===== src/rtl/core_pkg.sv =====
// Shared core types for the memory stage: datapath width default, funct3 size codes, LSU states.
package core_pkg;

    localparam int XLEN_DEF = 64;

    localparam logic [2:0] F3_B  = 3'b000;
    localparam logic [2:0] F3_H  = 3'b001;
    localparam logic [2:0] F3_W  = 3'b010;
    localparam logic [2:0] F3_D  = 3'b011;
    localparam logic [2:0] F3_BU = 3'b100;
    localparam logic [2:0] F3_HU = 3'b101;
    localparam logic [2:0] F3_WU = 3'b110;

    typedef enum logic [1:0] {
        ST_IDLE,
        ST_REQ,
        ST_WAIT,
        ST_HOLD
    } lsu_state_t;

endpackage


===== src/rtl/lsu_load_align.sv =====
// Load lane select and sign/zero extension; purely combinational, no backpressure.
module lsu_load_align import core_pkg::*; #(
    parameter int XLEN = XLEN_DEF
) (
    input  logic [XLEN-1:0]             i_rdata,
    input  logic [$clog2(XLEN/8)-1:0]   i_off,
    input  logic [2:0]                  i_funct3,
    output logic [XLEN-1:0]             o_result
);

    logic [XLEN-1:0] w_lane;

    assign w_lane = i_rdata >> {i_off, 3'b000};

    always_comb begin
        o_result = '0;
        case (i_funct3)
            F3_B:    o_result = XLEN'($signed(w_lane[7:0]));
            F3_H:    o_result = XLEN'($signed(w_lane[15:0]));
            F3_W:    o_result = XLEN'($signed(w_lane[31:0]));
            F3_D:    o_result = w_lane;
            F3_BU:   o_result = XLEN'(w_lane[7:0]);
            F3_HU:   o_result = XLEN'(w_lane[15:0]);
            F3_WU:   o_result = XLEN'(w_lane[31:0]);
            default: o_result = '0;
        endcase
    end

endmodule


===== src/rtl/mem_lsu_stage.sv =====
// MEM pipeline stage: drives the data-memory request and registers results into WB (latency 1 after completion).
// Holds upstream via o_mem_stall while a memory op is outstanding or WB stalls; buffers load data in HOLD.
module mem_lsu_stage import core_pkg::*; #(
    parameter int XLEN  = XLEN_DEF,
    parameter int RID_W = 5
) (
    input  logic                i_clk,
    input  logic                i_rst_n,
    input  logic                i_mem_v,
    input  logic                i_mem_load,
    input  logic                i_mem_store,
    input  logic [2:0]          i_mem_funct3,
    input  logic [XLEN-1:0]     i_mem_npc,
    input  logic [XLEN-1:0]     i_mem_alu_result,
    input  logic [XLEN-1:0]     i_mem_sr2,
    input  logic [XLEN-1:0]     i_mem_csrfd,
    input  logic [RID_W-1:0]    i_mem_drid,
    input  logic                i_mem_ecall,
    input  logic                i_flush,
    input  logic                i_wb_stall,
    output logic                o_mem_stall,
    output logic                o_dm_req,
    output logic                o_dm_we,
    output logic [XLEN-1:0]     o_dm_addr,
    output logic [XLEN-1:0]     o_dm_wdata,
    output logic [XLEN/8-1:0]   o_dm_be,
    input  logic                i_dm_ready,
    input  logic                i_dm_rvalid,
    input  logic [XLEN-1:0]     i_dm_rdata,
    output logic                o_wb_v,
    output logic                o_wb_ecall,
    output logic                o_wb_fault,
    output logic [XLEN-1:0]     o_wb_npc,
    output logic [XLEN-1:0]     o_wb_alu_result,
    output logic [XLEN-1:0]     o_wb_mem_result,
    output logic [XLEN-1:0]     o_wb_csrfd,
    output logic [RID_W-1:0]    o_wb_drid
);

    localparam int BW   = XLEN / 8;
    localparam int OFFW = $clog2(BW);

    lsu_state_t         r_state, w_state_nxt;
    logic               r_kill, w_kill_nxt;
    logic [XLEN-1:0]    r_hold_dat;

    logic               w_mem_op, w_misalign, w_unsup, w_fault, w_acc, w_pass;
    logic               w_done, w_busy, w_cap;
    logic [XLEN-1:0]    w_done_dat, w_ld_dat;
    logic [1:0]         w_size;
    logic [2:0]         w_alnmask;
    logic [OFFW-1:0]    w_off;
    logic [7:0]         w_mask8;

    logic               r_wb_v, r_wb_ecall, r_wb_fault;
    logic [XLEN-1:0]    r_wb_npc, r_wb_alu, r_wb_mem, r_wb_csrfd;
    logic [RID_W-1:0]   r_wb_drid;

    assign w_mem_op  = i_mem_v & (i_mem_load | i_mem_store);
    assign w_size    = i_mem_funct3[1:0];
    assign w_off     = i_mem_alu_result[OFFW-1:0];
    assign w_alnmask = {w_size == 2'd3, w_size[1], |w_size};
    assign w_misalign = |(i_mem_alu_result[2:0] & w_alnmask);
    assign w_unsup   = (i_mem_funct3 == 3'b111) |
                       ((XLEN == 32) & ((i_mem_funct3 == F3_D) | (i_mem_funct3 == F3_WU)));
    assign w_fault   = w_mem_op & (w_misalign | w_unsup);

    // Request only from IDLE/REQ; the upstream hold keeps address/data stable across REQ.
    assign w_acc  = i_rst_n & w_mem_op & ~w_fault & ~i_flush &
                    ((r_state == ST_IDLE) | (r_state == ST_REQ));
    assign w_pass = (r_state == ST_IDLE) & i_mem_v & ~i_flush & (~w_mem_op | w_fault);

    always_comb begin
        w_mask8 = 8'hFF;
        case (w_size)
            2'd0:    w_mask8 = 8'h01;
            2'd1:    w_mask8 = 8'h03;
            2'd2:    w_mask8 = 8'h0F;
            default: w_mask8 = 8'hFF;
        endcase
    end

    always_comb begin
        o_dm_wdata = i_mem_sr2;
        case (w_size)
            2'd0:    o_dm_wdata = {BW{i_mem_sr2[7:0]}};
            2'd1:    o_dm_wdata = {(BW/2){i_mem_sr2[15:0]}};
            2'd2:    o_dm_wdata = {(BW/4){i_mem_sr2[31:0]}};
            default: o_dm_wdata = i_mem_sr2;
        endcase
    end

    assign o_dm_req  = w_acc;
    assign o_dm_we   = w_mem_op & i_mem_store;
    assign o_dm_addr = i_mem_alu_result;
    assign o_dm_be   = w_mask8[BW-1:0] << w_off;

    lsu_load_align #(.XLEN(XLEN)) u_align (
        .i_rdata  (i_dm_rdata),
        .i_off    (w_off),
        .i_funct3 (i_mem_funct3),
        .o_result (w_ld_dat)
    );

    always_comb begin
        w_state_nxt = r_state;
        w_kill_nxt  = r_kill;
        w_done      = 1'b0;
        w_done_dat  = '0;
        w_busy      = 1'b0;
        case (r_state)
            ST_IDLE, ST_REQ: begin
                w_state_nxt = ST_IDLE;
                if (w_acc) begin
                    if (!i_dm_ready) begin
                        w_state_nxt = ST_REQ;
                        w_busy      = 1'b1;
                    end else if (i_mem_load) begin
                        w_state_nxt = ST_WAIT;
                        w_busy      = 1'b1;
                    end else begin
                        // Store done at accept; park in HOLD so a stalled WB cannot cause a re-issue.
                        w_done      = 1'b1;
                        w_state_nxt = i_wb_stall ? ST_HOLD : ST_IDLE;
                    end
                end
            end
            ST_WAIT: begin
                w_busy = 1'b1;
                if (i_flush) w_kill_nxt = 1'b1;
                if (i_dm_rvalid) begin
                    w_busy     = 1'b0;
                    w_kill_nxt = 1'b0;
                    if (r_kill || i_flush) begin
                        w_state_nxt = ST_IDLE;
                    end else begin
                        w_done      = 1'b1;
                        w_done_dat  = w_ld_dat;
                        w_state_nxt = i_wb_stall ? ST_HOLD : ST_IDLE;
                    end
                end
            end
            ST_HOLD: begin
                w_done_dat = r_hold_dat;
                if (i_flush) begin
                    w_state_nxt = ST_IDLE;
                end else if (!i_wb_stall) begin
                    w_done      = 1'b1;
                    w_state_nxt = ST_IDLE;
                end
            end
            default: w_state_nxt = ST_IDLE;
        endcase
    end

    assign o_mem_stall = i_rst_n & (i_wb_stall | w_busy);
    assign w_cap       = w_done | w_pass;

    always_ff @(posedge i_clk or negedge i_rst_n) begin
        if (!i_rst_n) begin
            r_state    <= ST_IDLE;
            r_kill     <= 1'b0;
            r_hold_dat <= '0;
        end else begin
            r_state <= w_state_nxt;
            r_kill  <= w_kill_nxt;
            if (w_done && i_wb_stall && (r_state != ST_HOLD)) r_hold_dat <= w_done_dat;
        end
    end

    always_ff @(posedge i_clk or negedge i_rst_n) begin
        if (!i_rst_n) begin
            r_wb_v     <= 1'b0;
            r_wb_ecall <= 1'b0;
            r_wb_fault <= 1'b0;
            r_wb_npc   <= '0;
            r_wb_alu   <= '0;
            r_wb_mem   <= '0;
            r_wb_csrfd <= '0;
            r_wb_drid  <= '0;
        end else if (!i_wb_stall) begin
            r_wb_v <= w_cap;
            if (w_cap) begin
                r_wb_ecall <= i_mem_ecall;
                r_wb_fault <= w_pass & w_fault;
                r_wb_npc   <= i_mem_npc;
                r_wb_alu   <= i_mem_alu_result;
                r_wb_mem   <= w_done ? w_done_dat : '0;
                r_wb_csrfd <= i_mem_csrfd;
                r_wb_drid  <= i_mem_drid;
            end
        end
    end

    assign o_wb_v          = r_wb_v;
    assign o_wb_ecall      = r_wb_ecall;
    assign o_wb_fault      = r_wb_fault;
    assign o_wb_npc        = r_wb_npc;
    assign o_wb_alu_result = r_wb_alu;
    assign o_wb_mem_result = r_wb_mem;
    assign o_wb_csrfd      = r_wb_csrfd;
    assign o_wb_drid       = r_wb_drid;

endmodule


===== config.mk =====
export PLATFORM = sky130hd
export DESIGN_NAME = mem_lsu_stage
export DESIGN_NICKNAME = d
export VERILOG_FILES = /design/src/rtl/core_pkg.sv /design/src/rtl/lsu_load_align.sv /design/src/rtl/mem_lsu_stage.sv
export SDC_FILE = /design/constraint.sdc
export NUM_CORES = 1
export LEC_CHECK = 0
export ABC_AREA = 1
export BUFFER_PORTS_ARGS = -buffer_cell sky130_fd_sc_hd__buf_2
export CORE_AREA = 2 2 285 287
export DETAILED_ROUTE_END_ITERATION = 16
export DIE_AREA = 0 0 287 289
export GPL_TIMING_DRIVEN = 0
export MAX_ROUTING_LAYER = met4
export PLACE_DENSITY = 0.4
export SKIP_LAST_GASP = 1
export SLEW_MARGIN = 15
export SYNTH_ARGS = -nofsm -noshare
export SYNTH_HDL_FRONTEND = slang
export SYNTH_HIERARCHICAL = 1
export SYNTH_SLANG_ARGS = --single-unit

===== constraint.sdc =====
create_clock -name i_clk -period 3 [get_ports i_clk]
set_input_delay 0.15 -clock i_clk [delete_from_list [all_inputs] [get_ports i_clk]]
set_output_delay 0.15 -clock i_clk [all_outputs]
set_load 0.01 [all_outputs]

==> results of run 1 <==
[state kept, by name, summed over array words and instances, names as in the netlist]
name / count
o_wb_csrfd: 64
o_wb_drid: 5
r_hold_dat: 64
o_wb_mem_result: 64
r_state: 2
r_kill: 1
o_wb_alu_result: 64
o_wb_v: 1
o_wb_npc: 64
o_wb_fault: 1
o_wb_ecall: 1
[worst max path at each step]
stage | cells after the start | start | endpoint | slack, ns
global placement | 11 | i_rst_n | o_wb_npc[45] | -6.41
floorplan | 11 | r_state[1] | o_wb_npc[39] | 1.38
finish | 14 | i_mem_alu_result[0] | o_wb_mem_result[28] | 0.24
detailed placement | 13 | i_rst_n | o_wb_npc[45] | -0.70
CTS | 15 | i_rst_n | o_wb_npc[45] | 0.03
global route | 11 | i_mem_alu_result[0] | o_wb_mem_result[62] | 0.08
[what timing repair did]
action / 4_1_cts / 5_1_grt
setup buffers: 0 / 0
hold buffers: 208 / 0
resized for setup: 1 / 0
setup endpoints to repair: 20 / 141
endpoints found under the hold margin: 315 / 0
gates cloned: 0 / 1
[metal layers]
| metal | wire length [um] | vias to the layer above | global-route usage |
|---|---|---|---|
| li1 | - | 9657 | - |
| met1 | 39250 | 9418 | 0.2686 |
| met2 | 46590 | 734 | 0.3784 |
| met3 | 6731 | 112 | 0.05055 |
| met4 | 3310 | 0 | 0.07930 |
| met5 | 0 | - | - |
[logic make-up after synthesis]
| family | after synthesis |
|---|---|
| flip-flops | 331 |
| AND/OR/NAND/NOR | 1466 |
| AO/OA/AOI/OAI | 244 |
| buffers and inverters | 334 |
[cells in the final DEF, fill, tap and decap left out, drive strengths merged]
cell type    netlist  routed
nand3            352     352
inv               89      90
o21ai            159     159
a211o              5       5
nor3               7       7
buf              194     941
o31ai              1       1
a2bb2oi            1       1
a21boi             1       1
a21oi             31      31
nor4               1       1
o22ai              1       1
clkinv             0       7
a221oi             1       1
dfrtp            331     331
nor3b              1       1
o21bai             1       1
and2               1       1
o2111ai            2       2
nor2              63      63
nand4             41      41
diode              0       8
a31oi              2       2
a22oi             10      10
o211ai            25      25
clkbuf            51     116
clkinvlp           0       1
nand2           1000    1000
o211a              2       2
o221ai             2       2
dlygate4sd3        0     204
[area by class of cell]
| type | instances | area (um^2) |
|---|---|---|
| fill | 8833 | 53700 |
| buffer | 245 | 1465 |
| tap | 1060 | 1326 |
| timing repair buffer | 952 | 5971 |
| sequential | 331 | 8283 |
| clock inverter | 9 | 55.05 |
| clock buffer | 64 | 1245 |
| antenna | 8 | 20.02 |
| multi-input combinational | 1710 | 7496 |
| inverter | 89 | 339.1 |
[stage by stage]
step                cells  utilization  hold slack, ns
floorplan            2375            -         -0.1456
global placement     4175       0.2830          0.3464
detailed placement   4178       0.2842          0.1972
CTS                  4459       0.3274         0.01807
global route         4467       0.3279         0.04821
finish               4468       0.3279         0.04479
[critical path: cells and delay by family]
kind,cells,cell delay (ns)
and+or+nand+nor,5,0.48
AOI/OAI and AO/OA,4,1.10
buffers and inverters,5,1.45
[where the power goes]
part           switching (mW)  internal [mW]
Clock                    2.07           2.85
Combinational            2.92           1.87
Sequential              0.513           5.42
Total                    5.50           10.1
==> results.toml, run 1 <==
[synth]
synth_nets = 2713
avgSynthCellArea_um2 = 7.403
ys_types = 39
synth-adder-area-share = 0
yosys.area_share.xor_xnor = 0
synthMuxAreaShare = 0
synth-compound-area-share = 0.07820
synth_common_cells = "995 x nand2_1, 349 x nand3_1, 331 x dfrtp_1, 151 x o21ai_0"
synth_cells = 2375
ys_seq_elements = 331
synthTopCellsByArea = "dfrtp_1 47%, nand2_1 21%, nand3_1 9.9%, o21ai_0 4.3%, buf_4 3.8%"
async_reset_ff_frac = 1.000
syn_area_um2 = 17580
ys.flop_type = "dfrtp_1"
synth_enable_flop_cells = 0
synth_warnings = 6
synth_top_area_share = 0.4711
synth.most_common_cell = "nand2_1"
synth_top_family_by_area = "simple AND/OR/NAND/NOR gates"
synth_top_area_cell = "dfrtp_1"
synth_seq_area_share = 0.4711
synthSimpleGateAreaFrac = 0.3481

[clock_tree]
cts_tree = "yes"
cts_htree_levels = 2
root_buffer = "clkbuf_16"
clock-sinks = 331
numCtsBuffers = 42
clock_path_buffers = 3
clk_latency_ns = 0.56
cts.reportedPaths.clkPinSlew_ns = 0.06

[route]
wirelength_mm = 95.87
drtAntennaViolNets = 0
post_drt_wl_per_cell_um = 21.46
vias = 19920
first_pass_iters = 5
drtIter0Drc = 1281
drcViolationCount = 0
vias_per_cell = 4.459

[hold_path]
holdPathEnd = "o_wb_alu_result[1]"
hp-start = "i_mem_alu_result[1]"
hold_path_depth = 3
worst_hold_path_type = "primary input to flop"

[pwr]
total_power_mw = 15.64
leakage_nw = 14.46
powerDensity_nw_per_um2 = 596.8
peakVddDrop_mv = 0.3510

[sta]
rsz0062_at_grt = "false"
setup_viol_count_final = 0
report.final.slew_viol_count = 0
hold_viol_final = 0
max_slew_margin = 0.3221
fmax_ghz = 0.3629
timing.final.ws_setup_ns = 0.2443
worstMarginPinSlew_ns = 1.017
finalCriticalPeriod_ns = 2.756
tns_ns = 0
min_period_over_period = 0.9186
skew_ns = 0.02365

[setup_path]
regToRegEndpoint = "o_wb_mem_result[62]"
critPathSlowestCell = "dlygate4sd3_1"
worst-setup-path-type = "primary input to flop"
regToRegSetupSlack_ns = 0.62
worstReg2RegStart = "r_state[1]"
critPathMaxStageDelay_ns = 0.52
cp-start-kind = "primary input"
cp_max_fo = 10
reg2reg_depth = 6
path_cells = "dlygate4sd3_1 > buf_2 > buf_6 > buf_6 > buf_2 > nand2_1 > o21ai_0 > o21ai_0 > o21ai_0 > nand3_1 > a22oi_1 > nor2_1 > nand2_1 > nand2_1"
critPathCaptureType = "flop"
cp.required_ns = 3.44
cp.arrival_ns = 3.20

[global_route]
gr-total-overflow = 0
track_usage = 0.2267
grt_max_degree = 92
grt_pass1_wl_mm = 135.3
antenna_found_initial = 9
grt_pass1_vias = 20030

[finish]
fin_area_um2 = 26200
syn2layout_area_growth_pct = 49.01
layout-drive-gt1-share = 0.3009
final_nets = 3709

[die]
start_util = 0.2201
fp.dieH_um = 289
num_rows = 104
die-area_um2 = 82940
die_w_um = 287
io_pins = 741
core_um2 = 79900

[placed_design]
dpl.hpwl_mm = 75.92
place.gp.congestion = 0.9424
dp_slack_ns = -0.6957
portBuffers = 740
dpl_cell_area_um2 = 22710

[run]
drv_cap = 0

[status]
status = "complete, no violations"
Note: power is estimated with default switching activity, not from simulation.
==> run 2, diff against run 1 <==
CTS_BUF_LIST = sky130_fd_sc_hd__clkbuf_8 sky130_fd_sc_hd__clkbuf_16   (was unset)
GPL_TIMING_DRIVEN = 1   (was 0)
==> results.toml, run 2 (synthesis gave the netlist of run 1 again) <==
[setup_path]
worst-setup-path-type = "primary input to flop"
critPathBufInv = 5
cp.required_ns = 3.43
cp_max_fo = 15
critPathCaptureType = "flop"
path_common_cell = "dlygate4sd3_1"
cp-start-kind = "primary input"
path_cells = "dlygate4sd3_1 > buf_2 > inv_1 > nand2_1 > nand2_2 > nand3_2 > nor2_4 > o211ai_1 > dlygate4sd3_1 > nand3_1 > dlygate4sd3_1"
cp_num_cells = 11
critPathSlowestCell = "dlygate4sd3_1"
cp.arrival_ns = 2.85
critical_path.top_delay_family = "buffers and inverters"
reg2reg_depth = 9
critPathMaxStageDelay_ns = 0.56

[clock_tree]
clock-sinks = 331
cts_htree_levels = 2
post-cts-setup-buffer-count = 0
clock_path_buffers = 3
clk_latency_ns = 0.56
cts_tree = "yes"
cts.reportedPaths.clkPinSlew_ns = 0.05
numCtsBuffers = 42
root_buffer = "clkbuf_16"

[die]
num_rows = 104
die-area_um2 = 82940
start_util = 0.2201
die_w_um = 287
io_pins = 741
core_um2 = 79900
fp.dieH_um = 289

[route]
drcViolationCount = 0
first_pass_iters = 5
post_drt_wl_per_cell_um = 20.10
drtIter0Drc = 1121
vias_per_cell = 4.443
drtAntennaViolNets = 0
vias = 19000
wirelength_mm = 85.97

[pwr]
p_sw_frac = 0.3430
leakage_nw = 13.92
pwr-share-seq = 0.384
power_switching_mw = 5.288
p_int_mw = 10.13
clkPwrFrac = 0.327
powerDensity_nw_per_um2 = 610.7
power.share.combinational = 0.289
peakVddDrop_mv = 0.3414

[finish]
fin_area_um2 = 25240
final_util = 0.3160
final_nets = 3514
layout_common_cells = "995 x nand2_1, 739 x buf_2, 347 x nand3_1"
fillCellCount = 8804
layout-drive-gt1-share = 0.2787
final_common_cell = "nand2_1"
syn2layout_area_growth_pct = 43.57

[sta]
report.final.slew_viol_count = 0
rsz0062_at_grt = "false"
tns_ns = 0
skew_ns = 0.01809
hold_viol_final = 0
fmax_ghz = 0.4127
max_slew_margin = 0.3702
finalCriticalPeriod_ns = 2.423
timing.final.ws_setup_ns = 0.5766
whs_ns = 0.03835
setup_viol_count_final = 0
worstMarginPinSlew_ns = 0.9447
min_period_over_period = 0.8078

[placed_design]
portBuffers = 740
dp_slack_ns = 0.5106
dpl.hpwl_mm = 63.90
place.gp.congestion = 0.8661
dpl_cell_area_um2 = 21810

[run]
drv_cap = 0

[hold_path]
worst_hold_path_type = "primary input to flop"
hold_path_depth = 3

[global_route]
gr-total-overflow = 0
grt_pass1_wl_mm = 123.5
grt_pass1_vias = 18840
grt_max_degree = 140
antenna_found_initial = 13
track_usage = 0.2034

[status]
status = "complete, no violations"
run 2: cell types whose count changed in the layout (fill, tap and decap cells not counted), sizes merged:
cell | previous run | this run
clkbuf | 116 | 54
bufinv | 0 | 1
clkinv | 7 | 8
buf | 941 | 798
inv | 90 | 101
run 2: stage by stage:
stage | total power [mW] | std cells
floorplan | 8.034 | 2375
global placement | 10.33 | 3988
detailed placement | 10.32 | 3988
CTS | 15.72 | 4268
global route | 16.34 | 4275
finish | 15.42 | 4276
run 2: worst paths after layout:
check / from / slack, ns / endpoint
worst max-delay path: i_mem_alu_result[0] / 0.58 / r_state[1]
worst min-delay path: i_mem_alu_result[2] / 0.04 / o_wb_alu_result[2]
worst max register to register: r_state[1] / 0.74 / o_wb_csrfd[37]
worst min register to register: r_hold_dat[25] / 0.48 / r_hold_dat[25]
max in group asynchronous: i_rst_n / 1.31 / o_wb_csrfd[2]
min in group asynchronous: i_rst_n / 0.36 / o_wb_npc[61]
run 2: power groups by stage:
stage          Sequential [mW]  Clock (mW)  Combinational, mW
2_1_floorplan             6.44           0               1.60
3_3_place_gp              5.99           0               4.34
3_5_place_dp              5.99           0               4.33
4_1_cts                   5.92        5.23               4.57
5_1_grt                   6.04        5.41               4.89
6_report                  5.92        5.04               4.46
run 2: worst reg2reg max path, stage by stage (launching register included):
cell and delay (ns):
dfrtp_1 0.40, nand2_1 0.10, inv_2 0.30, nand3_1 0.12, nand3_1 0.25, nand3_4 0.19
nand2_8 0.28, buf_4 0.38, nand2_1 0.12, nand2_1 0.07
run 2: final cells by class:
cell class / instances / area (um^2) / area share
timing repair buffer: 1002 / 6366 / 0.2522
sequential: 331 / 8283 / 0.3281
clock buffer: 54 / 1216 / 0.04818
antenna: 8 / 20.02 / 0.0007930
clock inverter: 22 / 153.9 / 0.006096
tap: 1060 / 1326 / 0.05254
multi-input combinational: 1710 / 7540 / 0.2987
inverter: 89 / 339.1 / 0.01343
run 2: timing repair:
item | 4_1_cts | 5_1_grt
endpoints found under the hold margin | 301 | 0
hold buffers | 204 | 0
resized for setup | 0 | 0
run 2: per-layer routing:
layer,global-route usage,wire (um)
met2,0.3368,41580
met3,0.04055,5570
met1,0.2465,35820
met5,-,0
met4,0.06992,2990
==> run 3, diff against run 2 <==
PLACE_DENSITY = 0.41   (was 0.4)
clock period = 2.2 ns   (was 3 ns; I/O delays follow)
==> results.toml, run 3 (synthesis gave the netlist of run 1 again) <==
[pwr]
clkPwrFrac = 0.324
power_switching_mw = 7.169
peakVddDrop_mv = 0.3500
leakage_nw = 14.12
p_sw_frac = 0.3401
power.share.combinational = 0.292
powerDensity_nw_per_um2 = 822.7
pwr-share-seq = 0.383
p_int_mw = 13.91

[setup_path]
regToRegSetupSlack_ns = 0.16
worst-setup-path-type = "flop to flop"
cp-start-kind = "flop"
cp_max_fo = 38
regToRegEndpoint = "o_wb_npc[35]"
critPathCaptureType = "flop"
cp.required_ns = 2.70
cp.arrival_ns = 2.54
reg2reg_depth = 10
worstSetupStartpoint = "r_state[1]"
worstReg2RegStart = "r_state[1]"

[global_route]
grt_pass1_wl_mm = 119.8
grt_pass1_vias = 18540
grt_max_degree = 137
track_usage = 0.1947
antenna_found_initial = 2
gr-total-overflow = 0

[die]
die-area_um2 = 82940
start_util = 0.2201
core_um2 = 79900
fp.dieH_um = 289
num_rows = 104
io_pins = 741
die_w_um = 287

[route]
drtIter0Drc = 1224
drtAntennaViolNets = 0
wirelength_mm = 83.05
drcViolationCount = 0
vias_per_cell = 4.475
vias = 19230
post_drt_wl_per_cell_um = 19.32
first_pass_iters = 5

[finish]
layout-drive-gt1-share = 0.2847
layout_common_cells = "994 x nand2_1, 739 x buf_2, 347 x nand3_1"
syn2layout_area_growth_pct = 45.71
final_nets = 3543
fin_area_um2 = 25620
final_util = 0.3207
final_common_cell = "nand2_1"
fillCellCount = 8733

[clock_tree]
root_buffer = "clkbuf_16"
clock-sinks = 331
clk_latency_ns = 0.55
cts_tree = "yes"
clock_path_buffers = 3
cts_htree_levels = 2
numCtsBuffers = 42
cts.reportedPaths.clkPinSlew_ns = 0.06
post-cts-setup-buffer-count = 0

[sta]
timing.final.ws_setup_ns = 0.1638
worstMarginPinSlew_ns = 1.053
finalCriticalPeriod_ns = 2.036
whs_ns = 0.04520
report.final.slew_viol_count = 0
min_period_over_period = 0.9255
setup_viol_count_final = 0
hold_viol_final = 0
max_slew_margin = 0.2980
skew_ns = 0.01689
tns_ns = 0
fmax_ghz = 0.4911
rsz0062_at_grt = "false"

[placed_design]
portBuffers = 740
place.gp.congestion = 0.8546
dpl.hpwl_mm = 62.07
dp_slack_ns = 0.06631
dpl_cell_area_um2 = 22220

[status]
status = "complete, no violations"

[hold_path]
holdPathEnd = "o_wb_v"
worst_hold_path_type = "primary input to flop"
hold_path_depth = 4
hp-start = "i_wb_stall"

[run]
drv_cap = 0
-- run 3: worst max path at each step --
| stage | slack (ns) | end | depth (start not counted) |
|---|---|---|---|
| after floorplan | 0.58 | o_wb_npc[39] | 11 |
| after global placement | 0.05 | o_wb_mem_result[19] | 10 |
| after detailed placement | 0.07 | o_wb_npc[35] | 13 |
| after CTS | 0.05 | o_mem_stall | 7 |
| after global routing | 0.001 | o_mem_stall | 7 |
| final | 0.16 | o_wb_npc[35] | 10 |
-- run 3: metal layers --
| layer | vias up | part of all wire | global-route usage |
|---|---|---|---|
| met5 | - | 0 | - |
| met4 | 0 | 0.034 | 0.06523 |
| met3 | 112 | 0.061 | 0.03346 |
| met2 | 746 | 0.48 | 0.3166 |
| met1 | 9074 | 0.42 | 0.2448 |
| li1 | 9301 | - | - |
-- run 3: what timing repair did --
action                                 CTS  global route
endpoints found under the hold margin  468             0
setup endpoints to repair                0             1
resized for setup                        0             3
hold buffers                           202             0
-- run 3: critical path, cell delays in order, from the launching register on --
cell and delay, ns:
dfrtp_1 0.42, inv_1 0.11, nand3_1 0.17, nor2_4 0.15
nand2_1 0.06, nand2_1 0.14, nand3_4 0.15, nand2_8 0.26
buf_12 0.24, nand2_1 0.15, nand2_1 0.09
-- run 3: per-stage QoR --
step / power (mW) / std cells
6_report: 21.08 / 4298
5_1_grt: 22.34 / 4297
4_1_cts: 21.43 / 4295
3_5_place_dp: 14.11 / 4019
3_3_place_gp: 14.10 / 4019
2_1_floorplan: 10.96 / 2375
-- run 3: area by class of cell --
type                    instances  area (um^2)  share of cell area
well taps                    1060         1326             0.05177
clock inverters                23        163.9            0.006398
flip-flops and latches        331         8283              0.3233
inverters                      89        339.1             0.01323
multi-input cells            1710         7552              0.2948
clock buffers                  51         1186             0.04630
repair buffers               1031         6761              0.2639
diodes                          3        7.507           0.0002930
-- run 3: power by group through the flow --
stage	clock network [mW]	logic (mW)	registers, mW
2_1_floorplan	0	2.18	8.78
3_3_place_gp	0	5.92	8.18
3_5_place_dp	0	5.92	8.19
4_1_cts	7.11	6.23	8.09
5_1_grt	7.36	6.72	8.26
6_report	6.84	6.16	8.08
